===== config.mk =====
export PLATFORM = sky130hd
export DESIGN_NAME = ne16_pres_collector
export DESIGN_NICKNAME = d
export VERILOG_FILES = /design/src/rtl/ne16_package.sv /design/src/rtl/ne16_pres_accumulator.sv /design/src/rtl/ne16_pres_collector.sv
export SDC_FILE = /design/constraint.sdc
export NUM_CORES = 1
export LEC_CHECK = 0
export CORE_UTILIZATION = 55
export DETAILED_ROUTE_END_ITERATION = 8
export DONT_BUFFER_PORTS = 1
export PLACE_DENSITY = 0.81
export SLEW_MARGIN = 10
export SYNTH_ARGS = -nofsm -noshare
export SYNTH_HDL_FRONTEND = slang
export SYNTH_HIERARCHICAL = 1
export SYNTH_SLANG_ARGS = --single-unit

===== constraint.sdc =====
create_clock -name clk_i -period 3.1 [get_ports clk_i]
set_input_delay 0.62 -clock clk_i [delete_from_list [all_inputs] [get_ports clk_i]]
set_output_delay 0.62 -clock clk_i [all_outputs]
set_load 0.005 [all_outputs]

===== src/rtl/ne16_package.sv =====
// ne16_package: shared constants and control/flag types for the NE16 partial-result collector.
package ne16_package;
   localparam int unsigned NE16_NB_COLUMNS       = 9;
   localparam int unsigned NE16_COLUMN_PRES_SIZE = 28;
   localparam int unsigned NE16_ACC_SIZE         = 32;
   typedef enum logic [1:0] {IDLE, ACCUM, DRAIN} pres_collector_state_t;
   typedef struct packed {
      logic                       start;
      logic [15:0]                nb_iter;
      logic [NE16_NB_COLUMNS-1:0] enable_column;
   } ctrl_pres_collector_t;
   typedef struct packed {
      pres_collector_state_t state;
      logic [15:0]           iter_cnt;
      logic                  done;
      logic                  sat;
   } flags_pres_collector_t;
endpackage


===== src/rtl/ne16_pres_accumulator.sv =====
// ne16_pres_accumulator: one signed accumulator register with clear and add.
// NE16_PRES_COLLECTOR_SAT_EN selects saturating adds (sat_o flags a clipped add); otherwise it wraps.
module ne16_pres_accumulator
   import ne16_package::*;
#(
   parameter int unsigned PRES_WIDTH = NE16_COLUMN_PRES_SIZE,
   parameter int unsigned ACC_WIDTH  = NE16_ACC_SIZE
) (
   input  logic                  clk_i,
   input  logic                  rst_ni,
   input  logic                  clr_i,
   input  logic                  add_i,
   input  logic [PRES_WIDTH-1:0] data_i,
   output logic [ACC_WIDTH-1:0]  acc_o,
   output logic                  sat_o
);
   logic [ACC_WIDTH-1:0] r_acc, w_next;
`ifdef NE16_PRES_COLLECTOR_SAT_EN
   logic [ACC_WIDTH:0] w_sum;
   logic               w_ovf;
   assign w_sum  = {r_acc[ACC_WIDTH-1], r_acc} + {{(ACC_WIDTH+1-PRES_WIDTH){data_i[PRES_WIDTH-1]}}, data_i};
   // the extra top bit disagrees with the sign bit exactly when the add overflowed
   assign w_ovf  = w_sum[ACC_WIDTH] ^ w_sum[ACC_WIDTH-1];
   assign w_next = w_ovf ? {w_sum[ACC_WIDTH], {(ACC_WIDTH-1){~w_sum[ACC_WIDTH]}}} : w_sum[ACC_WIDTH-1:0];
   assign sat_o  = add_i && w_ovf;
`else
   assign w_next = r_acc + {{(ACC_WIDTH-PRES_WIDTH){data_i[PRES_WIDTH-1]}}, data_i};
   assign sat_o  = 1'b0;
`endif
   always_ff @(posedge clk_i or negedge rst_ni)
      if (!rst_ni) r_acc <= '0;
      else if (clr_i) r_acc <= '0;
      else if (add_i) r_acc <= w_next;
   assign acc_o = r_acc;
endmodule


===== src/rtl/ne16_pres_collector.sv =====
// ne16_pres_collector: accumulates all column partial-result streams for nb_iter beats, then drains one column per beat.
// NE16_PRES_COLLECTOR_SAT_EN enables saturating accumulation with a sticky flags_o.sat.
module ne16_pres_collector
   import ne16_package::*;
#(
   parameter int unsigned NB_COLUMNS = NE16_NB_COLUMNS,
   parameter int unsigned PRES_WIDTH = NE16_COLUMN_PRES_SIZE,
   parameter int unsigned ACC_WIDTH  = NE16_ACC_SIZE
) (
   input  logic                                 clk_i,
   input  logic                                 rst_ni,
   input  logic                                 test_mode_i,
   input  logic                                 enable_i,
   input  logic                                 clear_i,
   input  logic [NB_COLUMNS-1:0]                column_pres_valid_i,
   input  logic [NB_COLUMNS-1:0][PRES_WIDTH-1:0] column_pres_data_i,
   output logic [NB_COLUMNS-1:0]                column_pres_ready_o,
   output logic                                 acc_valid_o,
   output logic [ACC_WIDTH-1:0]                 acc_data_o,
   output logic [ACC_WIDTH/8-1:0]               acc_strb_o,
   input  logic                                 acc_ready_i,
   input  ctrl_pres_collector_t                 ctrl_i,
   output flags_pres_collector_t                flags_o
);
   localparam int unsigned COL_W = NB_COLUMNS > 1 ? $clog2(NB_COLUMNS) : 1;
   pres_collector_state_t r_state, w_next_state;
   logic [15:0]           r_iter_cnt;
   logic [COL_W-1:0]      r_col_idx;
   logic                  r_done, r_sat;
   logic                  w_start, w_accept, w_hs, w_last_iter, w_last_col, w_unused;
   logic [NB_COLUMNS-1:0] w_en, w_sat;
   logic [ACC_WIDTH-1:0]  w_acc [NB_COLUMNS];
   assign w_unused    = test_mode_i;
   assign w_en        = ctrl_i.enable_column[NB_COLUMNS-1:0];
   assign w_start     = r_state == IDLE && ctrl_i.start;
   // disabled columns never hold back an accept
   assign w_accept    = r_state == ACCUM && enable_i && &(column_pres_valid_i | ~w_en);
   assign w_hs        = r_state == DRAIN && acc_ready_i;
   assign w_last_iter = r_iter_cnt == (ctrl_i.nb_iter == 16'd0 ? 16'd0 : ctrl_i.nb_iter - 16'd1);
   assign w_last_col  = r_col_idx == COL_W'(NB_COLUMNS-1);
   for (genvar c = 0; c < NB_COLUMNS; c++) begin : g_col
      ne16_pres_accumulator #(
         .PRES_WIDTH(PRES_WIDTH),
         .ACC_WIDTH (ACC_WIDTH)
      ) i_acc (
         .clk_i (clk_i),
         .rst_ni(rst_ni),
         .clr_i (clear_i || w_start),
         .add_i (w_accept && w_en[c]),
         .data_i(column_pres_data_i[c]),
         .acc_o (w_acc[c]),
         .sat_o (w_sat[c])
      );
   end
   always_ff @(posedge clk_i or negedge rst_ni)
      if (!rst_ni) r_state <= IDLE;
      else r_state <= w_next_state;
   always_comb begin
      w_next_state = clear_i ? IDLE :
                     w_start ? ACCUM :
                     (w_accept && w_last_iter) ? DRAIN :
                     (w_hs && w_last_col) ? IDLE : r_state;
   end
   always_comb begin
      column_pres_ready_o = {NB_COLUMNS{r_state == ACCUM && enable_i}};
      acc_valid_o         = r_state == DRAIN;
      acc_data_o          = r_state == DRAIN ? w_acc[r_col_idx] : '0;
      acc_strb_o          = r_state == DRAIN ? '1 : '0;
      flags_o             = '{state: r_state, iter_cnt: r_iter_cnt, done: r_done, sat: r_sat};
   end
   always_ff @(posedge clk_i or negedge rst_ni)
      if (!rst_ni) begin
         r_iter_cnt <= '0;
         r_col_idx  <= '0;
         r_done     <= 1'b0;
         r_sat      <= 1'b0;
      end else begin
         r_done <= !clear_i && w_hs && w_last_col;
         if (clear_i || w_start) begin
            r_iter_cnt <= '0;
            r_col_idx  <= '0;
            r_sat      <= 1'b0;
         end else begin
            if (w_accept) r_iter_cnt <= r_iter_cnt + 16'd1;
            if (w_accept) r_sat <= r_sat || |w_sat;
            if (w_hs) r_col_idx <= w_last_col ? '0 : r_col_idx + COL_W'(1);
         end
      end
endmodule

==> metrics.md, run 1 <==
| Metric | Value |
|---|---|
| Max Cap Viol | `0` |
| CP max stage cell | `mux4_2` |
| Failing checks | `negative hold slack, negative setup slack` |
| Syn Inst Count | `about 3700` |
| Final instance area | `~35000 sq um` |
| Fmax achieved | `between 0.3 and 0.4 GHz` |
| Clk sinks | `roughly 310` |
| Multiplexer area fraction after synthesis | `9.94%` |
| First-pass GRT wire length | `~160000 microns` |
| Core Rows | `87` |
| Critical Path Source Type | `flip-flop` |
| Worst flop-to-flop path endpoint | `g_col[5].i_acc/acc_o[31]$_DFFE_PN0P_` |
| Slowest cell delay on critical path | `~650 ps` |
| Top FF cell, synth | `dfrtp_1` |
| Via count | `between 20000 and 30000` |
| R2r setup slk | `80 ps` |
| Max-slew violations | `0` |
| Compound-Gate Fraction of Synth Area | `between 20% and 30%` |
| Finish-stage setup viols | `21` |
| Multi-input gate area | `~23000 sq um` |
| Leak pwr | `about 16 nW` |
| Vias in the first global route | `between 20000 and 30000` |
| Clock transition at path regs | `~60 ps` |
| DR iter-0 viols | `approximately 3100` |
| Total CTS buffers | `39` |
| Layout cells sized above 1 | `15.0%` |
| Pre-CTS setup slack | `-245 ps` |
| Fillers | `4704` |
| CP endpoint | `acc_data_o[2]` |
| Post-synthesis async set-or-reset flop share | `between 90% and 100%` |
| Worst hold margin | `-272 ps` |
| Detailed Place HPWL | `between 70000 and 80000 microns` |
| Crit. Startpoint | `r_col_idx[0]$_DFFE_PN0P_` |
| Library cells used by synthesis | `96` |
| Worst-skew pair later-pin latency | `590 ps` |
| Max VDD drop | `between 0.3 and 0.4 mV` |
| Drt first pass iters | `7` |
| Crit-path cells | `buf_12 -> clkbuf_16 -> mux4_2 -> mux2i_2 -> nor2_1 -> a21oi_1 -> nor2_1` |
| Final hold violations | `between 300 and 400` |
| Reg2Reg Launch Point | `g_col[5].i_acc/acc_o[6]$_DFFE_PN0P_` |
| Post-Synth Simple-Gate Area | `18.6%` |
| Routed vias/inst | `about 6.6` |
| Post-layout util | `~62%` |
| CP required | `2480 ps` |
| Sum of negative setup slack | `-1560 ps` |
| Synth Cell Area | `roughly 32000 sq um` |
| Synth Area in XOR/XNOR | `between 6 and 7%` |
| Final setup margin | `-137 ps` |
| Actual slew at the worst max-slew pin | `between 1000 and 1500 ps` |
| Layout net count | `approximately 4300` |
| I/O Buffers | `0` |
| Grt ovf | `0` |
| HP Class | `input port to async pin` |
| Drt drc | `0` |
| Tcrit/Tclk final | `104%` |
| Crit-path most repeated cell | `nor2_1` |
| Root Driver | `clkbuf_16` |
| CP Capture Type | `output port` |
| Die Ht | `241 microns` |
| Depth of the most critical reg-to-reg path | `12` |
| Status | `finished with violations` |
| Sequential-to-total area share from yosys stat | `between 20% and 30%` |
| Pwr/cell area | `292 nW/um^2` |
| Area post-placement | `approximately 33000 sq um` |
| Minimum clock period | `between 3000 and 4000 ps` |
| FF+latch area | `between 7000 and 8000 sq um` |
| Starting Density | `a little under three fifths` |
| Max Root-Sink Buffers | `3` |
| TritonCTS clock tree | `yes` |
| H-tree levels | `2` |
| #FFs+latches synth | `312` |
| Gpl congestion | `about 1.0` |
| Critical Path AT | `around 2600 ps` |
| Core Box Area | `around 56000 sq um` |
| Adder and majority gate portion of the synthesized area | `11.8%` |
| Largest family of logic cells by synthesized area | `compound AO/OA/AOI/OAI gates` |
| Slew headroom | `between 30 and 40%` |
| Total routed wirelength | `~100000 microns` |
| Setup CP Type | `flip-flop to output port` |
| Max FO, Critical Path | `9` |
| Max Clock Skew | `~23 ps` |
| RSZ-0062 raised after global routing | `true` |
| Area grow syn2layout | `11.9%` |
| Number of flops mapped to enable cells by yosys | `0` |
| Die Width | `around 240 microns` |
| Avg Inst Size Synth | `approximately 8.6 sq um` |
| Largest net degree at the start of global routing | `313` |
| Initial antenna violation count | `16` |
| Syn nets | `~4200` |
| Top Ports | `~360` |
| Total die area | `~58000 sq um` |
| Tot GR Track Use | `between 30% and 40%` |
| Synth warn | `6` |
| Drt wl/cell | `around 23 microns` |
| Post-route ant nets | `0` |
## power by group
part	internal (W)	leakage (nW)	total, W	switching, W
clock	0.00305	0.694	0.00503	0.00199
sequential	0.00408	4.35	0.00410	0.0000138
combinational	0.000473	10.8	0.00118	0.000703
total	0.00760	15.9	0.0103	0.00270
## cell usage in the layout, fill, tap and decap left out, types with 33 or more instances in the layout
cell       instances
mux4_2            64
a22o_1            39
nand4_1           74
a21o_1           138
clkbuf_16         42
nand2b_1          45
mux2i_1          131
o21a_1            33
xnor2_1          140
ha_1             282
o21ai_0          140
nor2b_1           60
inv_1            125
xor2_1            78
a31oi_1           58
nand2_1          161
dfrtp_1          309
buf_4            213
nand3_1           85
a211oi_1          54
nor2_1           457
and3_1            34
a21oi_1          283
nor3_1            72
## metal layers
metal	routed length, microns	track usage [%]	vias up
met5	112	0	-
met4	5360	17.0	12
met3	11700	9.57	288
met2	44700	51.9	1475
met1	41800	45.3	14300
li1	-	-	13900
## flip-flops by register name, summed over array words and instances (netlist names)
register           count
r_iter_cnt            16
g_col.i_acc/acc_o    288
r_col_idx              4
r_done                 1
r_sat                  1
r_state                2
## worst min-delay path by stage
stage / endpoint / depth (start not counted) / slack (ps)
after global routing: g_col[0].i_acc/acc_o[7]$_DFFE_PN0P_ / 0 / -290
after global placement: g_col[0].i_acc/acc_o[6]$_DFFE_PN0P_ / 0 / 340
final: g_col[0].i_acc/acc_o[7]$_DFFE_PN0P_ / 0 / -270
after detailed placement: g_col[0].i_acc/acc_o[7]$_DFFE_PN0P_ / 0 / 340
after CTS: g_col[0].i_acc/acc_o[7]$_DFFE_PN0P_ / 0 / -280
after floorplan: g_col[0].i_acc/acc_o[0]$_DFFE_PN0P_ / 0 / 320
## layout make-up
cell class              instances  area share [%]
diodes                         11          0.0781
clock buffers                  54            3.30
clock inverters                17           0.656
inverters                     125            1.33
multi-input cells            3027            64.2
flip-flops and latches        312            22.2
well taps                     756            2.68
repair buffers                229            5.55
## cell families after synthesis
group,Yosys count
compound gates,1093
xor+xnor,218
fa+ha+maj,292
buf+inv,311
flops,312
mux,232
other cells,9
simple gates,1183
## metrics by stage
step | cells | power (W)
6_report | 4531 | 0.0103
4_1_cts | 4516 | 0.0103
3_3_place_gp | 4437 | 0.00528
2_1_floorplan | 3650 | 0.00506
3_5_place_dp | 4437 | 0.00530
5_1_grt | 4527 | 0.0106
## critical path, delay by kind of cell, from the launching register on
kind                   cells  cell delay (ps)
muxes                      2              880
DFF                        1              480
buffers and inverters      2              310
AOI/OAI and AO/OA          1              200
and+or+nand+nor            2              170
## cells in the mapped netlist, types with 78 or more instances
master    number  area, sq um
a21o_1       138         1040
a21oi_1      288         1440
clkbuf_1     103          387
dfrtp_1      312         7810
ha_1         283         3540
inv_1        125          469
mux2i_1      161         1610
nand2_1      161          604
nand3_1       85          425
nor2_1       464         1740
o21ai_0      142          711
xnor2_1      140         1230
xor2_1        78          683
## what timing repair did
| action | CTS | global route |
|---|---|---|
| pin swaps | 1 | 6 |
| setup endpoints to repair | 33 | 58 |
| buffers inserted | 4 | 3 |
| hold endpoints to repair | 312 | 312 |
| resized for setup | 56 | 26 |
| gates cloned | 4 | 2 |
(Power assumes the default switching activity.)
==> run 2, diff against run 1 <==
--- a/constraint.sdc
+++ b/constraint.sdc
@@ -3,2 +3,2 @@
 set_output_delay 0.62 -clock clk_i [all_outputs]
-set_load 0.005 [all_outputs]
+set_load 0.02 [all_outputs]
==> run 2 against run 1 <==
- the run still ends with negative hold slack, negative setup slack left
- worst hold slack better by 6.4 ps
- maximum frequency fell by 1.7%
- flip-flop and latch count stayed put
- clock power is 2% lower
- total power down 0.62%
- clock skew grew 3.3 ps
- global-route usage grew 0.43 points
- routed wire length up 1.1%
- largest cell class unchanged
- highest routed layer unchanged
- sequential share of layout area fell by 0.15 points
==> metrics.md, run 2 (synthesis results as in run 1) <==
| Metric | Value |
|---|---|
| Status | `finished with violations (unchanged)` |
| Failing checks | `negative hold slack, negative setup slack (unchanged)` |
| GR Util met3 | `9.58% (was 9.57%)` |
| Worst-skew pair later-pin latency | `580 ps (was 590 ps)` |
| Max-slew violations | `0 (unchanged)` |
| Switching pwr | `0.00273 W (was 0.00270 W)` |
| Detailed Place HPWL | `80400 microns (was 79900 microns)` |
| Pwr/cell area | `289 nW/um^2 (was 292 nW/um^2)` |
| Die Ht | `241 microns (unchanged)` |
| Post-route ant nets | `0 (unchanged)` |
| Setup CP Type | `flip-flop to output port (unchanged)` |
| Max Root-Sink Buffers | `3 (unchanged)` |
| Layout net count | `4340 (was 4319)` |
| Max reg flops | `288 (unchanged)` |
| Starting Density | `55.8% (unchanged)` |
| HP Class | `input port to async pin (unchanged)` |
| Met2 Track Usage GR | `53.8% (was 51.9%)` |
| Largest net degree at the start of global routing | `313 (unchanged)` |
| Worst hold margin | `-266 ps (was -272 ps)` |
| Sw frac | `26.7% (was 26.2%)` |
| Crit. Startpoint | `r_col_idx[0]$_DFFE_PN0P_ (unchanged)` |
| H-tree levels | `2 (unchanged)` |
| Total die area | `58200 sq um (unchanged)` |
| Drt wl/cell | `23.0 microns (was 22.9 microns)` |
| Area grow syn2layout | `12.7% (was 11.9%)` |
| Finish-stage setup viols | `32 (was 21)` |
| Drt drc | `0 (unchanged)` |
| Most frequent cells in the layout | `nor2_1, dfrtp_1, ha_1 (was nor2_1, dfrtp_1, a21oi_1)` |
| Max VDD drop | `0.320 mV (was 0.353 mV)` |
| Final setup margin | `-194 ps (was -137 ps)` |
| RSZ-0062 raised after global routing | `true (unchanged)` |
| Fillers | `4700 (was 4704)` |
| Slew headroom | `18.4% (was 32.8%)` |
| Total routed wirelength | `105000 microns (was 104000 microns)` |
| Top Ports | `359 (unchanged)` |
| Sequential share of power | `40.0% (was 39.8%)` |
| Die Width | `241 microns (unchanged)` |
| Post-layout util | `62.8% (was 62.4%)` |
| Clk sinks | `312 (unchanged)` |
| Vias in the first global route | `28000 (was 27500)` |
| Placed insts | `4459 (was 4437)` |
| Via count | `30000 (about the same)` |
| Pint | `0.00751 W (was 0.00760 W)` |
| Tcrit/Tclk final | `106% (was 104%)` |
| Drt first pass iters | `7 (unchanged)` |
| Final hold violations | `227 (was 312)` |
| Critical Path AT | `2670 ps (was 2620 ps)` |
| DR iter-0 viols | `3103 (was 3119)` |
| FF+latch area | `7810 sq um (unchanged)` |
| Multi-input gate area | `22700 sq um (about the same)` |
| Most common cell after layout, fill and taps aside | `nor2_1 (unchanged)` |
| Clock transition at path regs | `60 ps (about the same)` |
| Top Usage Layer GRT | `met2 (unchanged)` |
| Max FO, Critical Path | `9 (unchanged)` |
| Routed vias/inst | `6.60 (was 6.61)` |
| CP Capture Type | `output port (unchanged)` |
| Tot GR Track Use | `34.9% (was 34.4%)` |
| Fmax achieved | `0.304 GHz (was 0.309 GHz)` |
| First-pass GRT wire length | `158000 microns (was 155000 microns)` |
| Leak pwr | `15.9 nW (about the same)` |
| TritonCTS clock tree | `yes (unchanged)` |
| CP required | `2480 ps (about the same)` |
| Pre-CTS setup slack | `-292 ps (was -245 ps)` |
| Core Box Area | `56500 sq um (unchanged)` |
| Final Non-Filler Cells | `4555 (was 4531)` |
| Comb power frac | `11.6% (was 11.4%)` |
| Grt ovf | `0 (unchanged)` |
| Actual slew at the worst max-slew pin | `1220 ps (was 1010 ps)` |
| Minimum clock period | `3290 ps (was 3240 ps)` |
| Critical Path Source Type | `flip-flop (unchanged)` |
| Core Rows | `87 (unchanged)` |
| Total CTS buffers | `39 (unchanged)` |
| Max Clock Skew | `26.7 ps (was 23.5 ps)` |
| Share of power burned in the clock network | `48.4% (was 48.8%)` |
| Layout cells sized above 1 | `16.0% (was 15.0%)` |
| Gpl congestion | `1.01 (was 1.00)` |
| Met1 GRT Util | `45.8% (was 45.3%)` |
| Max Cap Viol | `0 (unchanged)` |
| Initial antenna violation count | `21 (was 16)` |
| Root Driver | `clkbuf_16 (unchanged)` |
| I/O Buffers | `0 (unchanged)` |
| Reg2Reg Launch Point | `g_col[5].i_acc/acc_o[6]$_DFFE_PN0P_ (unchanged)` |
-- run 2: cell count changes in the layout (fill, tap and decap cells not counted), moves of 6 or more --
cell and change:
a21oi_1 -7, a21oi_2 +7, buf_12 +6, buf_4 +17, clkbuf_8 -8, nor2_1 -16, nor2_2 +15
-- run 2: worst paths after layout --
check | cells past startpoint | slack, ps | endpoint
min reg2reg | 1 | 540 | g_col[1].i_acc/acc_o[26]$_DFFE_PN0P_
min | 0 | -270 | g_col[0].i_acc/acc_o[5]$_DFFE_PN0P_
max reg2reg | 12 | 90 | g_col[5].i_acc/acc_o[31]$_DFFE_PN0P_
max | 8 | -190 | acc_data_o[10]
max in group asynchronous | 0 | 2350 | g_col[3].i_acc/acc_o[31]$_DFFE_PN0P_
min in group clk_i | 1 | 110 | r_state[0]$_DFFE_PN0P_
-- run 2: timing repair --
item                                    4_1_cts  5_1_grt
resized for setup                            54       59
gates cloned                                  2        2
pin swaps                                     0       11
endpoints found under the hold margin       312      312
setup buffers                                 3        5
endpoints found under the setup margin       39       62
-- run 2: layout make-up --
cell class / count / share of cell area [%]
diodes: 16 / 0.113
flip-flops and latches: 312 / 22.0
well taps: 756 / 2.66
inverters: 125 / 1.32
repair buffers: 250 / 5.99
clock buffers: 49 / 3.00
clock inverters: 20 / 0.821
multi-input cells: 3027 / 64.1
-- run 2: metrics by stage --
step / TNS (ps) / power (W) / area (sq um)
2_1_floorplan: 0 / 0.00507 / 31500
3_3_place_gp: -1890 / 0.00529 / 33400
3_5_place_dp: -2190 / 0.00531 / 33400
4_1_cts: -4350 / 0.0102 / 35200
5_1_grt: -5920 / 0.0106 / 35500
6_report: -4070 / 0.0102 / 35500
-- run 2: power by group through the flow --
stage	logic [W]	registers [W]	clock network, W
detailed placement	0.00114	0.00417	0
global placement	0.00112	0.00417	0
finish	0.00119	0.00410	0.00495
CTS	0.00116	0.00410	0.00500
global route	0.00130	0.00410	0.00516
floorplan	0.000901	0.00417	0
-- run 2: worst max-delay path: stages (launching register included) --
cell and delay (ps):
dfrtp_4 500, buf_12 150, buf_12 130, buf_16 140, mux4_2 530, mux2i_4 280, nor2_2 70, a21oi_1 170
nor2_2 110
-- run 2: routing by layer --
| metal | vias to the layer above | wire length [microns] |
|---|---|---|
| met5 | - | 86 |
| li1 | 13900 | - |
| met3 | 260 | 11800 |
| met2 | 1439 | 46400 |
| met1 | 14400 | 41900 |
| met4 | 12 | 4660 |
